### src/rtl/branch_pc_unit.sv
// ---------------------------------------------------------------------------
// branch_pc_unit
//   Owns the program counter and sequences conditional branches
//   (brzr/brnz/brpl/brmi). A branch latches the condition code and offset
//   from the instruction, waits for the Ra value on the register-read bus,
//   evaluates the condition into CON and, when taken, adds the sign-extended
//   19-bit offset to the PC.
//
// Ports
//   clk        in   system clock, all state on rising edge
//   clr        in   synchronous active-high reset
//   ir_data    in   instruction; [22:19] condition code, [18:0] signed offset
//   br_start   in   pulse: begin branch sequence (accepted only while idle)
//   reg_data   in   Ra value from the register read bus
//   reg_valid  in   reg_data valid (sampled only while waiting for Ra)
//   pc_inc     in   fetch increment PC <= PC+1 (idle only)
//   pc_ld      in   direct PC load from pc_in (idle only, beats pc_inc)
//   pc_in      in   direct load value
//   pc_out     out  current PC
//   con_out    out  registered condition of the last evaluated branch
//   busy       out  high whenever a branch sequence is in progress
//   br_done    out  one-cycle pulse at the end of a branch sequence
//   br_taken   out  with br_done: PC was loaded with the branch target
//   br_err     out  with br_done: sequence aborted waiting for Ra
// ---------------------------------------------------------------------------
module branch_pc_unit #(
  parameter int unsigned          DATA_W   = 32,
  parameter logic [DATA_W-1:0]    PC_RESET = '0,
  parameter int unsigned          TIMEOUT  = 15
) (
  input  logic              clk,
  input  logic              clr,
  input  logic [31:0]       ir_data,
  input  logic              br_start,
  input  logic [DATA_W-1:0] reg_data,
  input  logic              reg_valid,
  input  logic              pc_inc,
  input  logic              pc_ld,
  input  logic [DATA_W-1:0] pc_in,
  output logic [DATA_W-1:0] pc_out,
  output logic              con_out,
  output logic              busy,
  output logic              br_done,
  output logic              br_taken,
  output logic              br_err
);

  localparam logic [2:0] S_IDLE     = 3'd0;
  localparam logic [2:0] S_WAIT_REG = 3'd1;
  localparam logic [2:0] S_EVAL     = 3'd2;
  localparam logic [2:0] S_UPDATE   = 3'd3;
  localparam logic [2:0] S_DONE     = 3'd4;

  localparam logic [7:0] TIMEOUT_CNT = 8'(TIMEOUT);

  logic [2:0]        state;
  logic [DATA_W-1:0] pc;
  logic [DATA_W-1:0] ra;
  logic [3:0]        cond;
  logic [18:0]       off;
  logic [7:0]        cnt;
  logic              con;
  logic              taken;
  logic              err;
  logic              con_next;
  logic [DATA_W-1:0] off_ext;

  // Opcode/register fields of the instruction are not used by this block.
  logic unused_ir;
  assign unused_ir = ^ir_data[31:23];

  assign off_ext = {{(DATA_W-19){off[18]}}, off};

  always_comb begin
    con_next = 1'b0;
    case (cond)
      4'b0000: con_next = (ra == '0);
      4'b0001: con_next = (ra != '0);
      4'b0010: con_next = ~ra[DATA_W-1];
      4'b0011: con_next = ra[DATA_W-1];
      default: con_next = 1'b0;
    endcase
  end

  always_ff @(posedge clk) begin
    if (clr) begin
      state <= S_IDLE;
      pc    <= PC_RESET;
      ra    <= '0;
      cond  <= '0;
      off   <= '0;
      cnt   <= '0;
      con   <= 1'b0;
      taken <= 1'b0;
      err   <= 1'b0;
    end else begin
      case (state)
        S_IDLE: begin
          // The PC update and a branch start can share a cycle; the target
          // is later formed from whatever PC this cycle leaves behind.
          if (pc_ld) begin
            pc <= pc_in;
          end else if (pc_inc) begin
            pc <= pc + DATA_W'(1);
          end
          if (br_start) begin
            cond  <= ir_data[22:19];
            off   <= ir_data[18:0];
            cnt   <= '0;
            state <= S_WAIT_REG;
          end
        end
        S_WAIT_REG: begin
          // Abort check happens after the counter has reached TIMEOUT, so
          // reg_valid is still honoured on the cycle the limit is reached.
          if (reg_valid) begin
            ra    <= reg_data;
            state <= S_EVAL;
          end else if (cnt == TIMEOUT_CNT) begin
            taken <= 1'b0;
            err   <= 1'b1;
            state <= S_DONE;
          end else begin
            cnt <= cnt + 8'd1;
          end
        end
        S_EVAL: begin
          con   <= con_next;
          state <= S_UPDATE;
        end
        S_UPDATE: begin
          if (con) begin
            pc <= pc + off_ext;
          end
          taken <= con;
          err   <= 1'b0;
          state <= S_DONE;
        end
        S_DONE: begin
          state <= S_IDLE;
        end
        default: begin
          state <= S_IDLE;
        end
      endcase
    end
  end

  assign pc_out   = pc;
  assign con_out  = con;
  assign busy     = (state != S_IDLE);
  assign br_done  = (state == S_DONE);
  assign br_taken = taken;
  assign br_err   = err;

endmodule

### config.mk
export PLATFORM = sky130hd
export DESIGN_NAME = branch_pc_unit
export DESIGN_NICKNAME = d
export VERILOG_FILES = /design/src/rtl/branch_pc_unit.sv
export SDC_FILE = /design/constraint.sdc
export NUM_CORES = 1
export LEC_CHECK = 0
export BUFFER_PORTS_ARGS = -buffer_cell sky130_fd_sc_hd__buf_2
export CORE_MARGIN = 1
export CORE_UTILIZATION = 60
export DETAILED_ROUTE_END_ITERATION = 8
export GPL_TIMING_DRIVEN = 0
export PLACE_DENSITY_LB_ADDON = 0.12
export RECOVER_POWER = 100
export SYNTH_ARGS = -nofsm -noshare
export SYNTH_HDL_FRONTEND = slang
export SYNTH_SLANG_ARGS = --single-unit
### constraint.sdc
create_clock -name clk -period 7.75 [get_ports clk]
set_input_delay 1.55 -clock clk [delete_from_list [all_inputs] [get_ports clk]]
set_output_delay 1.55 -clock clk [all_outputs]
set_load 0.01 [all_outputs]
* Yosys cells after proc, flatten, opt, wreduce, memory -nomap -nowiden
Cells that the tools add are included.
Word-level totals: register bits 101, bits of input ports 102, output and inout port bits 37, word-level logic and storage cells 61
Operators by class: add/subtract/negate cells 3, equality and inequality tests 15, mux-type cells 19, bitwise operators 1, reduce and logical (&&, ||, !) cells 14
Operator list (number):
- two-way mux 32 bit | 3
- one-hot mux 32 bit (2 select lines) | 1
- adder 32 x 1 -> 32 bit (second input constant) | 1
- adder 32 bit | 1
- logical NOT 32 bit | 1
- nonzero test 32 bit | 1
- two-way mux 8 bit | 3
- one-hot mux 8 bit (2 select lines) | 1
- one-hot mux 3 bit (4 select lines) | 1
- inequality test 2 bit (second input constant) | 5
- two-way mux 3 bit | 3
- adder 8 x 1 -> 8 bit (second input constant) | 1
- == test 4 x 2 -> 1 bit (second input constant) | 2
- == test 8 x 4 -> 1 bit (second input constant) | 1
- == test 3 x 2 -> 1 bit (second input constant) | 2
- inequality test 3 bit (second input constant) | 2
- AND reduction 2 bit | 3
- AND reduction 3 bit | 2
- nonzero test 2 bit | 3
- == test 4 x 1 -> 1 bit (second input constant) | 1
- logical NOT 4 bit | 1
- two-way mux 1 bit | 4
- one-hot mux 1 bit (2 select lines) | 2
- one-hot mux 1 bit (4 select lines) | 1
- other kinds (6) | 6

* Depth between registers and ports, before layout
depth in word-level cells 4, mapped depth 10, mapped depth without buffers 10

* Worst setup path before layout
OpenSTA, ideal clock, no wires.
path kind input port to flip-flop, from input port pc_ld, to register pc[29], in the netlist pc_out[29], arrival time 2.805 ns, path slack 4.811 ns, cell stages on the path 7, path buffers 0, cell sequence o21ai_0 > a21oi_1 > nand2_1 > nor3_1 > a21oi_1 > nor2b_1 > or4_1
Between the ends: longest elaborated chain between the ends 2
Ends and longest elaborated chain:
- start: declaration | RTL line 38 | input logic pc_ld,
- inequality test 3 bit (no line) / two-way mux 32 bit (equally long branches)
- AND reduction 3 bit (no line) / one-hot mux 32 bit (2 select lines) (equally long branches)
- end signal: assignment | RTL line 102 | pc <= pc_in;
- end signal: assignment | RTL line 104 | pc <= pc + DATA_W'(1);
- end signal: assignment | RTL line 133 | pc <= pc + off_ext;
- end: declaration | RTL line 57 | logic [DATA_W-1:0] pc;
Parallel ways exist; a longest one is shown, timed or not. A chain may end at the register's enable or synchronous reset.

* Worst setup path in the final report
from input port pc_ld, to register pc[18], in the netlist pc_out[18]
The elaborated chain is that of the path after synthesis.

==> summary.md <==
| Metric | Value |
|---|---|
| Status | `completed` |
| Setup Fix Bufs, Post-CTS | `0` |
| Max transition margin | `0.421` |
| Setup tns final | `0 ns` |
| Most used flip-flop cell after synthesis | `dfxtp_1` |
| Sink Count | `101` |
| Post-synthesis register bit count | `between 100 and 150` |
| Setup WS pre-CTS | `around 3.8 ns` |
| Hpwl dp | `roughly 15 mm` |
| Row cnt | `38` |
| DRT antenna net count | `0` |
| Vias | `a little over 7k` |
| Post-CTS resize count | `0` |
| Final hold vios | `0` |
| Netlist cell types | `66` |
| Routed vias/inst | `6.05` |
| RR Endpoint | `pc_out[28]` |
| Final slew viol count | `0` |
| Starting Density | `0.615` |
| GRT Total Usage | `0.364` |
| R2r worst-path depth | `10` |
| Routed len/inst | `between 15 and 20 um` |
| Synth area leader | `dfxtp_1` |
| Final Critical Period | `approximately 3.8 ns` |
| Critical Path, Cell by Cell | `clkbuf_1, o21ai_0, a21oi_1, clkbuf_1, clkbuf_1, o21ai_0, a21oi_1` |
| # DRC | `0` |
| Initial DRC count | `around 640` |
| Core area | `between 10000 and 15000 um^2` |
| Largest delay contributor family on the critical path | `buffers and inverters` |
| Syn nets | `1048` |
| Final #Nets | `between 1k and 1.5k` |
| Gpl congestion | `0.993` |
| Clk slew on worst S/H paths | `about 0.11 ns` |
| Largest net degree at the start of global routing | `21` |
| Yosys warning count | `0` |
| # IOs | `approximately 140` |
| Worst Path Required | `8.06 ns` |
| Buf+Inv Stages, Crit Path | `3` |
| Number of synthesized flops with an enable pin | `0` |
| Worst Setup SP | `pc_ld` |
| Ant diodes | `0` |
| CP max-delay cell | `a21oi_1` |
| Post-synth ARST share | `0` |
| Number of global-route vias before repair | `approximately 6.6k` |
| Most used cell, CP | `clkbuf_1` |
| Max IR drop VDD | `approximately 0.17 mV` |
| Fmax | `approximately 0.26 GHz` |
| Mapped Area | `roughly 6600 um^2` |
| Cts hold-fix bufs | `0` |
| Total routed wirelength | `about 21 mm` |
| Final setup vio count | `0` |
| Flop-to-flop setup slack | `4.38 ns` |
| Power Dens Cells | `181 nW/um^2` |
| Avg Cell Area, Syn | `~7.3 um^2` |
| Crit-path max FO | `10` |
| Port bufs | `between 100 and 150` |
| Gr ovfl total | `0` |
| Critical path depth in cells | `7` |
| Die Height | `between 100 and 150 um` |
| Critical path type | `input port to flop` |
| Die W | `~110 um` |
| First-pass DRT Iterations | `6` |
| Worst Skew | `~0.014 ns` |
| Met2 usage | `0.593` |
| Clock root cell | `clkbuf_8` |
| Area contributors post-synth | `dfxtp_1 (30%), nand2_1 (10%), a21oi_1 (9.3%), ha_1 (6.2%), o21ai_0 (4.1%)` |
| First-pass GRT wire length | `around 32 mm` |
| Die area | `about 11000 um^2` |
| Crit. End Element | `flop` |
| M1 GR Usage | `0.450` |
| Synth top area share | `0.305` |
| Met3 usage | `0.102` |
| CP startpoint kind | `input port` |
| Initial antenna violation count | `1` |
| Max-cap viol count | `0` |
| Static Leak | `3.04 nW` |
| GRT busiest layer | `met2` |
| Max clock buf depth | `2` |
| Tightest Hold Check Type | `flop to flop` |
| Register area share after synthesis | `0.305` |
| RSZ-0062 raised after global routing | `no` |
| Worst setup margin | `3.95 ns` |
| Share of layout cells above drive strength 1 | `0.115` |
| Syn-to-layout area delta | `14.9%` |
| CTS tree | `yes` |
| Worst setup path end | `pc_out[18]` |
| Num CTS Buffers | `9` |
| Worst r2r src | `pc_out[0]` |
| Clock H-tree levels | `3` |
| Max incr delay on CP | `0.59 ns` |
| Final period util | `0.491` |
| Post-synthesis cell count | `912` |
| CP arrival | `4.12 ns` |
| Worst-margin pin slew | `just under 0.9 ns` |
| Worst-skew pair later-pin latency | `slightly below 0.4 ns` |
[power breakdown]
group | switching [mW] | total (mW) | internal, mW
combinational | 0.244 | 0.392 | 0.148
clock | 0.218 | 0.378 | 0.161
sequential | 0.0541 | 0.613 | 0.559
total | 0.516 | 1.38 | 0.867
[per-layer routing]
metal	vias to the layer above	part of all wire
met5	-	0
met4	0	0.036
met3	70	0.11
met2	373	0.45
met1	3276	0.40
li1	3528	-
[cells in the final DEF (no fill, tap or decap), types with 10 or more instances in the layout]
cell type	count
nand4_1	22
a21oi_1	124
xor2_1	26
dfxtp_1	101
buf_2	91
nor2_1	68
xnor2_1	27
a21o_1	10
nor4_1	14
inv_1	20
nand3_1	24
mux2i_1	10
clkbuf_1	87
ha_1	33
o21ai_0	56
nand2_1	177
nor3_1	21
[cell type report]
| cell class | count | area [um^2] |
|---|---|---|
| sequential | 101 | 2020 |
| inverter | 20 | 75.1 |
| fill | 985 | 3160 |
| buffer | 50 | 198 |
| tap | 140 | 175 |
| timing repair buffer | 129 | 596 |
| clock inverter | 7 | 100 |
| clock buffer | 9 | 124 |
| multi-input combinational | 741 | 4340 |
[registers in the layout, indices dropped and copies added (netlist names)]
| name | count |
|---|---|
| br_err | 1 |
| off | 19 |
| cnt | 8 |
| state | 3 |
| ra | 32 |
| pc_out | 32 |
| cond | 4 |
| con_out | 1 |
| br_taken | 1 |
[worst reg2reg max path, stage by stage, from the launching register on]
cell and delay [ns]:
dfxtp_1 0.40, ha_1 0.27, fa_1 0.43, a211oi_1 0.36, o21a_1 0.24, o21ai_2 0.09, a221o_2 0.44, a2111o_1 0.48
nand3_2 0.13, nor3_1 0.05, or3b_1 0.35
[worst min path at each step]
stage                     endpoint     from  cells after the start  slack (ns)
after floorplan             ra[11]   ra[11]                      2        0.44
after global placement      ra[14]   ra[14]                      2        0.44
after detailed placement    ra[14]   ra[14]                      2        0.45
after CTS                   ra[14]   ra[14]                      2        0.46
after global routing         ra[6]    ra[6]                      2        0.48
final                      cond[2]  cond[2]                      2        0.46
[cell families after synthesis]
logic type                 after synthesis  synth area share
DFF                                    101             0.305
xor gates and xnor gates                53            0.0699
AOI/OAI and AO/OA                      265             0.242
buffers and inverters                   70            0.0411
muxes                                   10            0.0151
and+or+nand+nor                        379             0.262
adders and majority gates               34            0.0652
[synth_stat cells (2+ instances only)]
cell / number
nand2_1: 177
a21oi_1: 124
dfxtp_1: 101
nor2_1: 68
o21ai_0: 55
clkbuf_1: 43
ha_1: 33
xnor2_1: 27
xor2_1: 26
nand3_1: 24
nand4_1: 22
nor3_1: 21
inv_1: 20
nor4_1: 14
a21o_1: 10
mux2i_1: 10
and3_1: 9
nand2b_1: 9
o211ai_1: 9
and2_1: 7
nor2b_1: 7
o21bai_1: 7
a211oi_1: 6
a311oi_1: 6
a31oi_1: 6
a221oi_1: 5
and4_1: 4
buf_1: 4
or4_1: 4
a21o_2: 3
o21ai_1: 3
o221ai_1: 3
o22ai_1: 3
or3_1: 3
a211o_1: 2
a21boi_0: 2
a2bb2oi_1: 2
a31oi_4: 2
buf_2: 2
nand3b_1: 2
o21a_1: 2
[metrics by stage]
step	instances	hold WS, ns	power (mW)	area [um^2]	utilization
final	1197	0.463	1.38	7630	0.707
after global routing	1197	0.484	1.46	7630	0.707
after CTS	1197	0.465	1.38	7680	0.712
after detailed placement	1181	0.450	1.01	7460	0.691
after global placement	1181	0.443	1.00	7460	0.691
after floorplan	912	0.436	0.875	6640	-
(Power assumes the default switching activity.)
